$ cat config.mk
export PLATFORM = sky130hd
export DESIGN_NAME = udp_rx
export DESIGN_NICKNAME = d
export VERILOG_FILES = /design/src/rtl/udp_rx_pkg.sv /design/src/rtl/udp_csum_acc.sv /design/src/rtl/udp_rx.sv
export SDC_FILE = /design/constraint.sdc
export NUM_CORES = 1
export LEC_CHECK = 0
export BUFFER_PORTS_ARGS = -buffer_cell sky130_fd_sc_hd__clkbuf_2
export CAP_MARGIN = 20
export CORE_AREA = 4 4 160 162
export CTS_CLUSTER_DIAMETER = 200
export DETAILED_ROUTE_END_ITERATION = 16
export DIE_AREA = 0 0 164 166
export HOLD_SLACK_MARGIN = 0.02
export PLACE_DENSITY = 0.7
export SETUP_SLACK_MARGIN = 0.4
export SLEW_MARGIN = 30
export SYNTH_ARGS = -nofsm -noshare
export SYNTH_HDL_FRONTEND = slang
export SYNTH_SLANG_ARGS = --single-unit
$ cat constraint.sdc
create_clock -name clk -period 7.29 [get_ports clk]
set_clock_uncertainty 0.1 [all_clocks]
set_input_delay 0.3645 -clock clk [delete_from_list [all_inputs] [get_ports clk]]
set_output_delay 0.3645 -clock clk [all_outputs]
set_load 0.005 [all_outputs]
$ cat src/rtl/udp_rx_pkg.sv
// udp_rx_pkg: shared UDP constants, receive state type and ones-complement fold
package udp_rx_pkg;
  localparam logic [7:0] UDP_PROTO = 8'd17;
  localparam int UDP_HDR_BYTES = 8;
  typedef enum logic [2:0] {WAIT_GAP, IDLE, HEADER, PAYLOAD, DRAIN, FINISH} state_t;
  function automatic logic [15:0] csum_fold(input logic [31:0] a);
    logic [16:0] s;
    s = {1'b0, a[15:0]} + {1'b0, a[31:16]};
    s = {1'b0, s[15:0]} + {16'd0, s[16]};
    return s[15:0];
  endfunction
endpackage

$ cat src/rtl/udp_csum_acc.sv
// udp_csum_acc: pairs bytes into 16-bit words, accumulates them plus injected words, folds to a 16-bit sum
module udp_csum_acc
  import udp_rx_pkg::*;
(
  input  logic        clk,
  input  logic        rst,
  input  logic        clear,
  input  logic [31:0] init,
  input  logic [7:0]  byte_in,
  input  logic        byte_valid,
  input  logic [15:0] word_in,
  input  logic        word_valid,
  output logic [15:0] sum
);
  logic [31:0] acc, acc_base;
  logic [7:0] hi;
  logic odd, odd_base;
  always_comb begin
    acc_base = clear ? init : acc;
    odd_base = clear ? 1'b0 : odd;
    sum = csum_fold(acc + (odd ? {16'd0, hi, 8'd0} : 32'd0));
  end
  always_ff @(posedge clk) begin
    if (rst) begin
      acc <= '0;
      hi <= '0;
      odd <= 1'b0;
    end else begin
      acc <= acc_base + ((byte_valid && odd_base) ? {16'd0, hi, byte_in} : 32'd0) + (word_valid ? {16'd0, word_in} : 32'd0);
      odd <= byte_valid ? !odd_base : odd_base;
      if (byte_valid && !odd_base) hi <= byte_in;
    end
  end
endmodule

$ cat src/rtl/udp_rx.sv
// udp_rx: parses UDP header from an N-bit IP payload stream, forwards the payload and verifies the checksum
module udp_rx
  import udp_rx_pkg::*;
#(
  parameter int N = 2
) (
  input  logic         clk,
  input  logic         rst,
  input  logic         axiiv,
  input  logic [N-1:0] axiid,
  input  logic [7:0]   protocol_in,
  input  logic [31:0]  src_ip_in,
  input  logic [31:0]  dst_ip_in,
  output logic         axiov,
  output logic [N-1:0] axiod,
  output logic         axi_last,
  output logic [15:0]  src_port_out,
  output logic [15:0]  dst_port_out,
  output logic [15:0]  length_out,
  output logic         header_valid,
  output logic         done,
  output logic         checksum_ok,
  output logic         length_err
);
  localparam int CPB = 8 / N;
  state_t state, state_n;
  logic [2:0] cc;
  logic [7:0] sr, cur_byte;
  logic [55:0] hdr_sr;
  logic [15:0] bcnt, csum_field, hdr_len, sum;
  logic [31:0] pseudo;
  logic udp_start, acc_en, byte_done, hdr_last, pay_last, err;
  always_comb begin
    udp_start = state == IDLE && axiiv && protocol_in == UDP_PROTO;
    acc_en = axiiv && (udp_start || state == HEADER || state == PAYLOAD);
    byte_done = acc_en && cc == 3'(CPB - 1);
    cur_byte = 8'({axiid, sr} >> N);
    hdr_len = hdr_sr[23:8];
    hdr_last = state == HEADER && byte_done && bcnt == 16'(UDP_HDR_BYTES - 1);
    pay_last = state == PAYLOAD && byte_done && bcnt == length_out - 16'd1;
    pseudo = 32'(src_ip_in[31:16]) + 32'(src_ip_in[15:0]) + 32'(dst_ip_in[31:16]) + 32'(dst_ip_in[15:0]) + 32'(UDP_PROTO);
    state_n = state;
    case (state)
      WAIT_GAP: state_n = axiiv ? WAIT_GAP : IDLE;
      IDLE:     state_n = !axiiv ? IDLE : udp_start ? HEADER : WAIT_GAP;
      HEADER:   state_n = !axiiv ? DRAIN : !hdr_last ? HEADER : (hdr_len > 16'd8) ? PAYLOAD : DRAIN;
      PAYLOAD:  state_n = (!axiiv || pay_last) ? DRAIN : PAYLOAD;
      DRAIN:    state_n = FINISH;
      default:  state_n = axiiv ? WAIT_GAP : IDLE;
    endcase
  end
  udp_csum_acc u_csum (
    .clk        (clk),
    .rst        (rst),
    .clear      (udp_start),
    .init       (pseudo),
    .byte_in    (cur_byte),
    .byte_valid (byte_done),
    .word_in    ({hdr_sr[7:0], cur_byte}),
    .word_valid (state == HEADER && byte_done && bcnt == 16'd5),
    .sum        (sum)
  );
  always_ff @(posedge clk) begin
    if (rst) begin
      state <= WAIT_GAP;
      cc <= '0;
      sr <= '0;
      hdr_sr <= '0;
      bcnt <= '0;
      csum_field <= '0;
      err <= 1'b0;
      axiov <= 1'b0;
      axiod <= '0;
      axi_last <= 1'b0;
      src_port_out <= '0;
      dst_port_out <= '0;
      length_out <= '0;
      header_valid <= 1'b0;
      done <= 1'b0;
      checksum_ok <= 1'b0;
      length_err <= 1'b0;
    end else begin
      state <= state_n;
      cc <= (byte_done || !acc_en) ? 3'd0 : cc + 3'd1;
      if (acc_en) sr <= cur_byte;
      bcnt <= !acc_en ? 16'd0 : byte_done ? bcnt + 16'd1 : bcnt;
      if (byte_done) hdr_sr <= {hdr_sr[47:0], cur_byte};
      header_valid <= hdr_last;
      if (hdr_last) begin
        src_port_out <= hdr_sr[55:40];
        dst_port_out <= hdr_sr[39:24];
        length_out <= hdr_len;
        csum_field <= {hdr_sr[7:0], cur_byte};
      end
      axiov <= state == PAYLOAD && axiiv;
      if (state == PAYLOAD && axiiv) axiod <= axiid;
      axi_last <= pay_last;
      err <= udp_start ? 1'b0 : (((state == HEADER || state == PAYLOAD) && !axiiv) || (hdr_last && hdr_len < 16'd8)) ? 1'b1 : err;
      done <= state == DRAIN;
      if (udp_start) begin
        checksum_ok <= 1'b0;
        length_err <= 1'b0;
      end else if (state == DRAIN) begin
        length_err <= err;
        checksum_ok <= !err && (sum == 16'hFFFF || csum_field == 16'd0);
      end
    end
  end
endmodule

After elaboration in Yosys (flattened, before gate mapping)
Cells that the tools add are included.
{"block": "totals", "word_cells": 89, "out_inout_bits": 56, "reg_bits": 200}
{"block": "op_classes", "eq_ne": 10, "mux": 14, "bitwise_logic": 1, "magnitude_cmp": 2, "n_reduce_logical": 30, "add_sub_neg": 12}
{"op": "adder 32 bit", "count": 3}
{"op": "2-to-1 mux 16 bit", "count": 3}
{"op": "adder 16 x 16 -> 17 bit", "count": 2}
{"op": "equality test 16 x 3 -> 1 bit (second input constant)", "count": 2}
{"op": "2-to-1 mux 32 bit", "count": 1}
{"op": "adder 19 x 5 -> 20 bit (second input constant)", "count": 1}
{"op": "adder 18 x 16 -> 19 bit", "count": 1}
{"op": "adder 17 x 16 -> 18 bit", "count": 1}
{"op": "adder 16 x 1 -> 16 bit", "count": 1}
{"op": "adder 16 x 1 -> 16 bit (second input constant)", "count": 1}
{"op": "equality test 16 bit", "count": 1}
{"op": "equality test 16 bit (second input constant)", "count": 1}
{"op": "> comparator 16 x 4 -> 1 bit (second input constant)", "count": 1}
{"op": "logical NOT 16 bit", "count": 1}
{"op": "less-than comparator 16 x 4 -> 1 bit (second input constant)", "count": 1}
{"op": "subtractor 16 x 1 -> 16 bit (second input constant)", "count": 1}
{"op": "logical AND 1 bit", "count": 15}
{"op": "2-to-1 mux 3 bit", "count": 4}
{"op": "one-hot mux 3 bit (4 select lines)", "count": 1}
{"op": "equality test 3 x 2 -> 1 bit (second input constant)", "count": 3}
{"op": "equality test 8 x 5 -> 1 bit (second input constant)", "count": 1}
{"op": "logical OR 1 bit", "count": 7}
{"op": "OR reduction 2 bit", "count": 3}
{"op": "logical NOT 1 bit", "count": 4}
{"op": "other kinds (6)", "count": 9}

Depth between registers and ports, before layout
Gate-level depths: netlist of run 1.
{"block": "logic_depth", "ltp_word": 12, "ltp_mapped": 30, "mapped_depth_nobuf": 30}

Modules after synthesis
From an unflattened synthesis of run 1, not the netlist that was laid out.
{"block": "hier_totals", "hier_cells": 1647, "hier_area_um2": 13449.1}
{"module": "udp_rx", "instances": 1, "cells_per_inst": 1020, "area_per_inst_um2": 8389.3, "seq_area_each_um2": 3143.0}
{"module": "udp_csum_acc", "instances": 1, "cells_per_inst": 627, "area_per_inst_um2": 5059.9, "seq_area_each_um2": 820.8}

Worst setup path after synthesis of run 1
OpenSTA, ideal clock, no wires.
{"block": "synth_timing", "kind": "input -> register", "start": "input src_ip_in[1]", "end": "register u_csum.acc[18]", "path_buffers": 0, "path_stages": 23, "arrival_ns": 5.838, "slack_ns": 1.225, "path_cell_list": "fa_1 -> fa_1 -> ha_1 -> ha_1 -> fa_1 -> a21oi_1 -> o21bai_1 -> a2111o_1 -> a21oi_1 -> xor2_1 -> nor2_1 -> a21oi_1 -> fa_1 -> inv_1 -> ha_1 -> a21o_1 -> a21o_1 -> a21o_1 -> o21a_1 -> a211oi_1 -> nor2_1 -> xnor2_1 -> nor2_1"}
{"block": "synth_via", "elab_chain_cells": 7}
{"item": "from (decl)", "line": "udp_rx.sv:12", "text": "input logic [31:0] src_ip_in,"}
{"item": "adder 16 x 16 -> 17 bit", "line": "udp_rx.sv:41", "text": "pseudo = 32'(src_ip_in[31:16]) + 32'(src_ip_in[15:0]) + 32'(dst_ip_in[31:16]) + 32'(dst_ip_in[15:0]) + 32'(UDP ..."}
{"item": "adder 17 x 16 -> 18 bit", "line": "udp_rx.sv:41"}
{"item": "adder 18 x 16 -> 19 bit", "line": "udp_rx.sv:41"}
{"item": "adder 19 x 5 -> 20 bit", "line": "udp_rx.sv:41"}
{"item": "2-to-1 mux 32 bit", "line": "udp_csum_acc.sv:19", "text": "acc_base = clear ? init : acc;"}
{"item": "adder 32 bit (2 in series)", "line": "udp_csum_acc.sv:29", "text": "acc <= acc_base + ((byte_valid && odd_base) ? {16'd0, hi, byte_in} : 32'd0) + (word_valid ? {16'd0, word_in} : ..."}
{"item": "to (signal assigned)", "line": "udp_csum_acc.sv:29"}
{"item": "to (decl)", "line": "udp_csum_acc.sv:15", "text": "logic [31:0] acc, acc_base;"}
No other way between the ends.
A chain may end at the register's enable or synchronous reset.

Worst setup path after layout of run 1
{"block": "layout_timing", "start": "register u_csum.odd", "end": "register checksum_ok"}
{"block": "layout_via", "elab_chain_cells": 7}
{"item": "from (decl)", "line": "udp_csum_acc.sv:17", "text": "logic odd, odd_base;"}
{"item": "from (signal assigned)", "line": "udp_csum_acc.sv:30", "text": "odd <= byte_valid ? !odd_base : odd_base;"}
{"item": "2-to-1 mux 16 bit", "line": "udp_csum_acc.sv:21", "text": "sum = csum_fold(acc + (odd ? {16'd0, hi, 8'd0} : 32'd0));"}
{"item": "adder 32 bit", "line": "udp_csum_acc.sv:21"}
{"item": "adder 16 x 16 -> 17 bit", "line": "udp_rx_pkg.sv:8", "text": "s = {1'b0, a[15:0]} + {1'b0, a[31:16]};"}
{"item": "adder 16 x 1 -> 16 bit", "line": "udp_rx_pkg.sv:9", "text": "s = {1'b0, s[15:0]} + {16'd0, s[16]};"}
{"item": "equality test 16 bit", "line": "udp_rx.sv:105", "text": "checksum_ok <= !err && (sum == 16'hFFFF || csum_field == 16'd0);"}
{"item": "logical OR 1 bit", "line": "udp_rx.sv:105"}
{"item": "logical AND 1 bit", "line": "udp_rx.sv:105"}
{"item": "to (signal assigned)", "line": "udp_rx.sv:105"}
{"item": "to (decl)", "line": "udp_rx.sv:22", "text": "output logic checksum_ok,"}
No other way between the ends.

==> results.txt, run 1 <==
Post-Synthesis Cells: 1527
First-pass GRT wire length: 49900 um
ANT cells: 0
Clk_lat worst skew: 0.44 ns
Num rows: 57
Final Hold Vio Count: 0
Outcome: completed
Total GRT Usage: 0.221
Ys async rst share: 0
Final WL: 29800 um
Worst-Margin Slew: 0.794 ns
Final setup TNS: 0 ns
MaxCap Viol Count: 0
# DRC: 0
Fin crit period: 6.42 ns
Starting density of the core: 0.508
Flops & latches, synth: 198
Share of the synthesized area in the top cell type: 0.324
Tcrit/Tclk final: 0.880
Top-count cell post-synth: nand2_1
Area leader, netlist: dfxtp_1
Die H: 166 um
Drt initial violations: 832
Synth cell count leaders: nand2_1, dfxtp_1, a21oi_1, nor2_1, inv_1
Final Max Slew Viols: 0
Crit path DAT: 6.67 ns
Clock-pin slew on the worst setup and hold paths: 0.08 ns
CP max-delay cell: fa_1
Yosys warning count: 0
Initial antenna violation count: 0
Critical path's top delay family: compound AO/OA/AOI/OAI gates
Grt ovf: 0
Register area share after synthesis: 0.324
Layout cell share with drive strength beyond 1: 0.119
Hold-fix buffers at CTS: 0
Clock root buffer: clkbuf_16
Critical path class: register to register
WL/cell: 15.2 um
Post-synth EDFFs: 0
CP Data Required Time: 7.54 ns
First-pass DRT Iterations: 7
Setup violators final: 0
Power Dens Cells: 182 nW/um^2
WP buf/inv: 2
Maximum root-to-sink buffer count: 2
Ports: 133
Slew HR: 0.470
CP max stage delay: 0.41 ns
Vias: 10558
Fmax: 156 MHz
Port bufs: 132
Startpoint Class: register
Setup crit end kind: register
CP most frequent cell: ha_1
Syn nets: 1738
Ranking of synthesized cells by area: dfxtp_1, nand2_1, ha_1
RSZ-0062 raised after global routing: no
Dpl hpwl: 21900 um
Vias in the first global route: 9954
Sink Count: 198
Hold slack: 0.0978 ns
Cell variety after synth: 63
Main synth FF type: dfxtp_1
IR drop worst, VDD: 0.000149 V
GP Congestion: 0.902
Htree depth: 4
Avg Inst Size Synth: 8.02 um^2
Syn-to-layout area delta: 12.4%
Nets@finish: 1833
Die X: 164 um
Worst Hold Class: input port to register
Num CTS Buffers: 17
Die Area: 27200 um^2
CTS tree: done
Mapped Area: 12200 um^2
Pleak: 5.85 nW
CORE AREA: 24100 um^2
Vias per inst: 5.39
Routed Antenna Nets: 0
Crit-path max FO: 9
Largest net degree at the start of global routing: 100
Final Util: 0.571
-- routing by layer --
metal	wire length, um	vias up	track usage
li1	-	5322	-
met1	14300	4971	0.327
met2	13700	229	0.344
met3	1340	36	0.0303
met4	530	0	0.0529
met5	0	-	0
-- path summary, 6_finish.rpt --
kind                          from                  endpoint  slack, ns  depth (start not counted)
max          u_csum.odd$_SDFF_PP0_  checksum_ok$_SDFFE_PP0P_       0.87                         31
min                          axiiv       state[0]$_SDFF_PP0_        0.1                          2
max reg2reg  u_csum.odd$_SDFF_PP0_  checksum_ok$_SDFFE_PP0P_       0.87                         31
min reg2reg       cc[0]$_SDFF_PP0_          cc[0]$_SDFF_PP0_       0.33                          1
-- worst register-to-register path, delay by kind of cell (launching register included) --
kind	cells	cell delay (ns)
buffers and inverters	2	0.24
AO/OA/AOI/OAI	15	3.00
XOR/XNOR	2	0.21
flip-flops	1	0.39
AND/OR/NAND/NOR	6	0.95
adder cells (fa/ha/maj)	6	1.47
-- area by class of cell --
cell class / instances / area [um^2]
Inverter: 103 / 387
Tap cell: 324 / 405
Timing Repair Buffer: 142 / 742
Fill cell: 2320 / 10300
Clock buffer: 18 / 429
Clock inverter: 14 / 180
Sequential cell: 198 / 3960
Multi-Input combinational cell: 1160 / 7660
-- state kept, by name, indices dropped and copies added, names as in the netlist, 6 cells and up --
name          count
hdr_sr           56
csum_field       16
bcnt             16
u_csum.hi         8
sr                6
u_csum.acc       32
dst_port_out     16
src_port_out     16
length_out       16
-- through the flow --
| step | setup WS (ns) | cell area [um^2] | total power [W] | instances |
|---|---|---|---|---|
| finish | 0.873 | 13800 | 0.00251 | 1959 |
| global route | 0.400 | 13800 | 0.00263 | 1959 |
| CTS | 0.545 | 13700 | 0.00252 | 1958 |
| detailed placement | 0.641 | 13100 | 0.00156 | 1926 |
| global placement | 0.776 | 13100 | 0.00155 | 1926 |
| floorplan | 1.22 | 12200 | 0.00145 | 1527 |
-- report_power, final --
part / switching [W] / internal (W)
Sequential: 0.000000597 / 0.00108
Combinational: 0.000254 / 0.000198
Clock: 0.000477 / 0.000496
-- placed cells by master (no fill, tap or decap), types with 10 or more instances in the layout --
master     synthesis  routed
nand2_1          316     316
dfxtp_1          198     198
a21oi_1          190     189
clkbuf_2           1     131
nor2_1           106     106
inv_1            101     101
ha_1              84      84
xnor2_1           54      54
fa_1              50      50
xor2_1            41      41
o21ai_0           34      33
nor3_1            28      28
mux2i_1           23      23
nand3_1           19      18
clkbuf_16          0      17
a21o_1            15      15
and2_1            14      14
nand4_1           14      14
o21bai_1          14      14
nor4_1            13      13
and3_1            14      13
nor2b_1           12      12
or3_1             11      11
o21a_1            11      11
buf_4              0      10
-- repair_timing --
item / CTS / global route
gates resized for setup: 0 / 4
hold endpoints to repair: 0 / 0
endpoints found under the setup margin: 0 / 1
buffers inserted: 0 / 1
-- cells by family (layout without fill, tap and decap cells) --
| group | Yosys count | in the layout | synth area share |
|---|---|---|---|
| and+or+nand+nor | 591 | 591 | 0.217 |
| AOI/OAI and AO/OA | 317 | 317 | 0.153 |
| DFF | 198 | 198 | 0.324 |
| xor gates and xnor gates | 95 | 95 | 0.0679 |
| adders and majority gates | 134 | 134 | 0.168 |
| buffers and inverters | 169 | 277 | 0.0521 |
| muxes | 23 | 23 | 0.0188 |
No activity file was read; power rests on OpenSTA's default activity.
==> run 2, diff against run 1 <==
CORE_AREA = 3 3 159 161   (was 4 4 160 162)
DIE_AREA = 0 0 162 164   (was 0 0 164 166)
==> results.txt, run 2 (same netlist as run 1, synthesis figures left out) <==
# DRC: 0 (unchanged)
Worst Hold Class: input port to register (unchanged)
CORE AREA: 24100 um^2 (unchanged)
Dpl hpwl: 21800 um (was 21900 um)
Layout cell share with drive strength beyond 1: 0.122 (was 0.119)
Switching fraction of total power: 0.297 (was 0.292)
Final Util: 0.572 (was 0.571)
Fin crit period: 6.36 ns (was 6.42 ns)
Hold endpoint: state[0]$_SDFF_PP0_ (unchanged)
First-pass GRT wire length: 48300 um (was 49900 um)
Ports: 133 (unchanged)
Crit path launch: u_csum.odd$_SDFF_PP0_ (unchanged)
Worst-Margin Slew: 0.886 ns (was 0.794 ns)
Worst slack, placed: 0.585 ns (was 0.641 ns)
Grt ovf: 0 (unchanged)
Tcrit/Tclk final: 0.872 (was 0.880)
Hold_sp: axiiv (unchanged)
Setup violators final: 0 (unchanged)
R2r setup slk: 0.93 ns (was 0.87 ns)
ANT cells: 0 (unchanged)
Final WL: 29500 um (was 29800 um)
Tot Pwr: 0.00248 W (was 0.00251 W)
First-pass DRT Iterations: 5 (was 7)
Clock share of power: 0.383 (was 0.388)
Slew HR: 0.409 (was 0.470)
CP Data Required Time: 7.54 ns (about the same)
Starting density of the core: 0.508 (unchanged)
Routed Antenna Nets: 0 (unchanged)
Switch Pwr: 0.000737 W (was 0.000731 W)
Die H: 164 um (was 166 um)
RSZ-0062 raised after global routing: no (unchanged)
Final Max Slew Viols: 0 (unchanged)
Clk_lat worst skew: 0.44 ns (about the same)
GP Congestion: 0.947 (was 0.902)
WL/cell: 15.0 um (was 15.2 um)
Setup crit end kind: register (unchanged)
Port bufs: 132 (unchanged)
IR drop worst, VDD: 0.000170 V (was 0.000149 V)
Power Dens Cells: 180 nW/um^2 (was 182 nW/um^2)
Combinational Power Share: 0.181 (was 0.180)
Sequential share of power: 0.435 (was 0.431)
Vias: 10585 (was 10558)
Most frequent cells in the layout: nand2_1, dfxtp_1, a21oi_1 (unchanged)
Critical path class: register to register (unchanged)
Htree depth: 4 (unchanged)
MaxCap Viol Count: 0 (unchanged)
Largest register by flop count: hdr_sr (unchanged)
CTS tree: done (unchanged)
Number of flip-flops in the largest register: 56 (unchanged)
Startpoint Class: register (unchanged)
CP most frequent cell: ha_1 (unchanged)
Vias per inst: 5.40 (was 5.39)
Placed insts: 1926 (unchanged)
Final Hold Vio Count: 0 (unchanged)
Crit path DAT: 6.61 ns (was 6.67 ns)
CP max-delay cell: fa_1 (unchanged)
Largest net degree at the start of global routing: 87 (was 100)
Num CTS Buffers: 17 (unchanged)
RR Endpoint: checksum_ok$_SDFFE_PP0P_ (unchanged)
Clock-pin slew on the worst setup and hold paths: 0.08 ns (about the same)
Pint: 0.00175 W (was 0.00178 W)
Hold depth: 2 (unchanged)
Fmax: 157 MHz (was 156 MHz)
Total GRT Usage: 0.222 (was 0.221)
Pleak: 5.86 nW (was 5.85 nW)
Commonest non-fill, non-tap cell in the layout: nand2_1 (unchanged)
Outcome: completed (unchanged)
Num rows: 57 (unchanged)
Crit-path max FO: 9 (unchanged)
CP max stage delay: 0.40 ns (was 0.41 ns)
Fillers: 2297 (was 2320)
Syn-to-layout area delta: 12.6% (was 12.4%)
Sink Count: 198 (unchanged)
Drt initial violations: 811 (was 832)
Die X: 162 um (was 164 um)
Nets@finish: 1834 (was 1833)
Regs by FF count: hdr_sr (56), u_csum.acc (32) (unchanged)
Die Area: 26600 um^2 (was 27200 um^2)
Maximum root-to-sink buffer count: 2 (unchanged)
Finished Layout Cells: 1960 (was 1959)
FF-to-FF path depth: 29 (was 31)
Final setup TNS: 0 ns (unchanged)
Setup ws final: 0.932 ns (was 0.873 ns)
Initial antenna violation count: 0 (unchanged)
Worst R2R Start: u_csum.odd$_SDFF_PP0_ (unchanged)
Vias in the first global route: 9799 (was 9954)
Clock root buffer: clkbuf_16 (unchanged)
-- run 2: cell count changes in the layout (fill, tap and decap cells not counted), sizes merged --
| cell | before | now |
|---|---|---|
| clkinv | 6 | 10 |
| buf | 11 | 12 |
| bufinv | 1 | 0 |
| clkbuf | 149 | 148 |
| clkinvlp | 1 | 0 |
| inv | 109 | 108 |
-- run 2: what timing repair did --
item / in CTS / in global routing
setup endpoints to repair: 0 / 1
hold buffers: 0 / 0
buffers inserted: 0 / 2
resized for setup: 0 / 7
-- run 2: critical path, delay by kind of cell (launching register included) --
family / cells / cell delay [ns]
fa+ha+maj: 5 / 1.36
xor+xnor: 2 / 0.30
flops: 1 / 0.38
compound gates: 15 / 2.92
simple gates: 7 / 1.21
-- run 2: power groups by stage --
stage	registers (W)	logic (W)	clock network, W
2_1_floorplan	0.00111	0.000346	0
3_3_place_gp	0.00111	0.000442	0
3_5_place_dp	0.00111	0.000449	0
4_1_cts	0.00108	0.000452	0.000965
5_1_grt	0.00108	0.000519	0.00101
6_report	0.00108	0.000450	0.000952
-- run 2: layer usage --
metal,global-route usage,vias to the layer above,part of all wire
li1,-,5329,-
met1,0.316,4965,0.47
met2,0.353,250,0.46
met3,0.0300,41,0.047
met4,0.0694,0,0.023
met5,0,-,0
-- run 2: layout make-up --
cell class              count  area, um^2  area share
clock inverters            15         180      0.0131
flip-flops and latches    198        3960       0.288
repair buffers            143         746      0.0541
inverters                 103         387      0.0280
well taps                 324         405      0.0294
multi-input cells        1160        7680       0.557
clock buffers              17         425      0.0309
-- run 2: stage by stage --
stage | hold WS [ns] | cell area [um^2]
5_1_grt | 0.127 | 13800
4_1_cts | 0.103 | 13700
2_1_floorplan | 0.308 | 12200
6_report | 0.120 | 13800
3_5_place_dp | 0.338 | 13100
3_3_place_gp | 0.318 | 13100
-- run 2: how the worst max path moves through the flow --
stage	depth (start not counted)	slack [ns]	end
after floorplan	23	1.22	u_csum.acc[18]$_SDFF_PP0_
after global placement	27	0.77	u_csum.acc[27]$_SDFF_PP0_
after detailed placement	29	0.59	checksum_ok$_SDFFE_PP0P_
after CTS	29	0.48	checksum_ok$_SDFFE_PP0P_
after global routing	29	0.43	checksum_ok$_SDFFE_PP0P_
final	29	0.93	checksum_ok$_SDFFE_PP0P_
==> run 3, diff against run 2 <==
clock period = 5.9 ns   (was 7.29 ns; I/O delays follow)
==> results.txt, run 3 (same netlist as run 1, synthesis figures left out) <==
Crit path DAT: 6.01 ns (was 6.61 ns)
Startpoint Class: register (unchanged)
Die X: 162 um (unchanged)
Final Max Slew Viols: 0 (unchanged)
Htree depth: 4 (unchanged)
Worst R2R Start: u_csum.odd$_SDFF_PP0_ (unchanged)
Num rows: 57 (unchanged)
Slew HR: 0.335 (was 0.409)
Regs by FF count: hdr_sr (56), u_csum.acc (32) (unchanged)
Drt initial violations: 787 (was 811)
CP max-delay cell: dfxtp_2 (was fa_1)
Die H: 164 um (unchanged)
CP Data Required Time: 6.16 ns (was 7.54 ns)
Setup ws final: 0.152 ns (was 0.932 ns)
Vias: 11027 (was 10585)
Power Dens Cells: 220 nW/um^2 (was 180 nW/um^2)
Ports: 133 (unchanged)
Switch Pwr: 0.00100 W (was 0.000737 W)
Setup crit end kind: register (unchanged)
Hold_sp: axiid[1] (was axiiv)
Combinational Power Share: 0.212 (was 0.181)
Worst Hold Class: input port to register (unchanged)
Fillers: 2159 (was 2297)
Tcrit/Tclk final: 0.974 (was 0.872)
Port bufs: 132 (unchanged)
Tot Pwr: 0.00327 W (was 0.00248 W)
Finished Layout Cells: 2025 (was 1960)
Clock share of power: 0.379 (was 0.383)
Sequential share of power: 0.409 (was 0.435)
Hold slack: 0.184 ns (was 0.120 ns)
Clock-pin slew on the worst setup and hold paths: 0.08 ns (about the same)
Grt ovf: 0 (unchanged)
Commonest non-fill, non-tap cell in the layout: nand2_1 (unchanged)
WP buf/inv: 0 (unchanged)
Dpl hpwl: 23100 um (was 21800 um)
Layout cell share with drive strength beyond 1: 0.203 (was 0.122)
Num CTS Buffers: 17 (unchanged)
Clk_lat worst skew: 0.45 ns (was 0.44 ns)
WL/cell: 15.8 um (was 15.0 um)
Total GRT Usage: 0.237 (was 0.222)
Vias in the first global route: 10558 (was 9799)
Pint: 0.00226 W (was 0.00175 W)
Number of flip-flops in the largest register: 56 (unchanged)
Largest net degree at the start of global routing: 109 (was 87)
Setup violators final: 0 (unchanged)
ANT cells: 0 (unchanged)
Final Hold Vio Count: 0 (unchanged)
Reg area: 3970 um^2 (was 3960 um^2)
Critical path class: register to register (unchanged)
FF-to-FF path depth: 29 (unchanged)
# DRC: 0 (unchanged)
Die Area: 26600 um^2 (unchanged)
Outcome: completed (unchanged)
GP Congestion: 0.914 (was 0.947)
Pleak: 6.34 nW (was 5.86 nW)
Switching fraction of total power: 0.307 (was 0.297)
RR Endpoint: checksum_ok$_SDFFE_PP0P_ (unchanged)
IR drop worst, VDD: 0.000195 V (was 0.000170 V)
Sink Count: 198 (unchanged)
Placed insts: 1967 (was 1926)
RSZ-0062 raised after global routing: yes (was no)
CORE AREA: 24100 um^2 (unchanged)
Initial antenna violation count: 0 (unchanged)
Cell count along the critical path: 29 (unchanged)
CP max stage delay: 0.33 ns (was 0.40 ns)
Crit path launch: u_csum.odd$_SDFF_PP0_ (unchanged)
Nets@finish: 1899 (was 1834)
First-pass GRT wire length: 51700 um (was 48300 um)
R2r setup slk: 0.15 ns (was 0.93 ns)
Crit-path max FO: 4 (was 9)
Worst slack, placed: -0.160 ns (was 0.585 ns)
Clock root buffer: clkbuf_16 (unchanged)
CTS tree: done (unchanged)
Syn-to-layout area delta: 21.5% (was 12.6%)
Critical path capture point: checksum_ok$_SDFFE_PP0P_ (unchanged)
Fin crit period: 5.75 ns (was 6.36 ns)
Starting density of the core: 0.508 (unchanged)
Maximum root-to-sink buffer count: 2 (unchanged)
Worst-Margin Slew: 0.984 ns (was 0.886 ns)
MaxCap Viol Count: 0 (unchanged)
Most frequent cells in the layout: nand2_1, dfxtp_1, a21oi_1 (unchanged)
Area of the multi-input gates: 8200 um^2 (was 7680 um^2)
Final WL: 31900 um (was 29500 um)
Routed Antenna Nets: 0 (unchanged)
Critical path's top delay family: compound AO/OA/AOI/OAI gates (unchanged)
Vias per inst: 5.45 (was 5.40)
Largest register by flop count: hdr_sr (unchanged)
First-pass DRT Iterations: 7 (was 5)
Fmax: 174 MHz (was 157 MHz)
-- run 3: cell count changes in the layout (fill, tap and decap cells not counted), moves of 6 or more --
cell	previous run	this run
ha_1	84	68
o21ai_0	33	27
ha_4	0	14
inv_1	101	93
buf_6	0	8
inv_2	1	8
a21oi_1	187	172
a21oi_2	3	17
buf_4	12	70
-- run 3: worst min-delay path by stage --
stage                                             to  slack [ns]  cells after the start
after global routing          hdr_sr[6]$_SDFFE_PP0P_        0.20                      3
final                     csum_field[7]$_SDFFE_PP0P_        0.18                      3
after detailed placement            cc[0]$_SDFF_PP0_        0.33                      1
after CTS                     hdr_sr[7]$_SDFFE_PP0P_        0.15                      3
after global placement              cc[0]$_SDFF_PP0_        0.32                      1
after floorplan                  state[0]$_SDFF_PP0_        0.31                      1
-- run 3: area by class of cell --
type,count,area share
flip-flops and latches,198,0.266
clock inverters,15,0.0150
well taps,324,0.0272
clock buffers,17,0.0286
multi-input cells,1160,0.551
inverters,103,0.0262
repair buffers,208,0.0854
-- run 3: power by group through the flow --
stage / sequential [W] / combinational (W) / clock [W]
floorplan: 0.00137 / 0.000445 / 0
global placement: 0.00137 / 0.000609 / 0
detailed placement: 0.00137 / 0.000623 / 0
CTS: 0.00134 / 0.000642 / 0.00126
global route: 0.00134 / 0.000780 / 0.00132
finish: 0.00134 / 0.000693 / 0.00124
-- run 3: worst reg2reg max path: cells and delay by family (launching register included) --
family                     cells  cell delay, ns
AOI/OAI and AO/OA             15            2.62
adders and majority gates      5            1.29
and+or+nand+nor                8            1.23
DFF                            1            0.33
xor gates and xnor gates       1            0.09
-- run 3: stage by stage --
step                       util  TNS [ns]  cell area [um^2]
after floorplan               -         0             12400
after global placement    0.563    -0.281             13600
after detailed placement  0.563     -1.34             13600
after CTS                 0.601         0             14500
after global routing      0.617    -0.187             14900
final                     0.617         0             14900
-- run 3: timing repair --
item | in CTS | in global routing
setup buffers | 16 | 9
hold endpoints to repair | 1 | 0
setup endpoints to repair | 11 | 20
hold buffers | 1 | 0
pin swaps | 44 | 53
gates resized for setup | 24 | 73
-- run 3: per-layer routing --
| layer | GRT usage | wire [um] |
|---|---|---|
| met1 | 0.334 | 14700 |
| met2 | 0.378 | 14800 |
| met3 | 0.0396 | 1750 |
| met4 | 0.0702 | 735 |
| met5 | 0 | 0 |
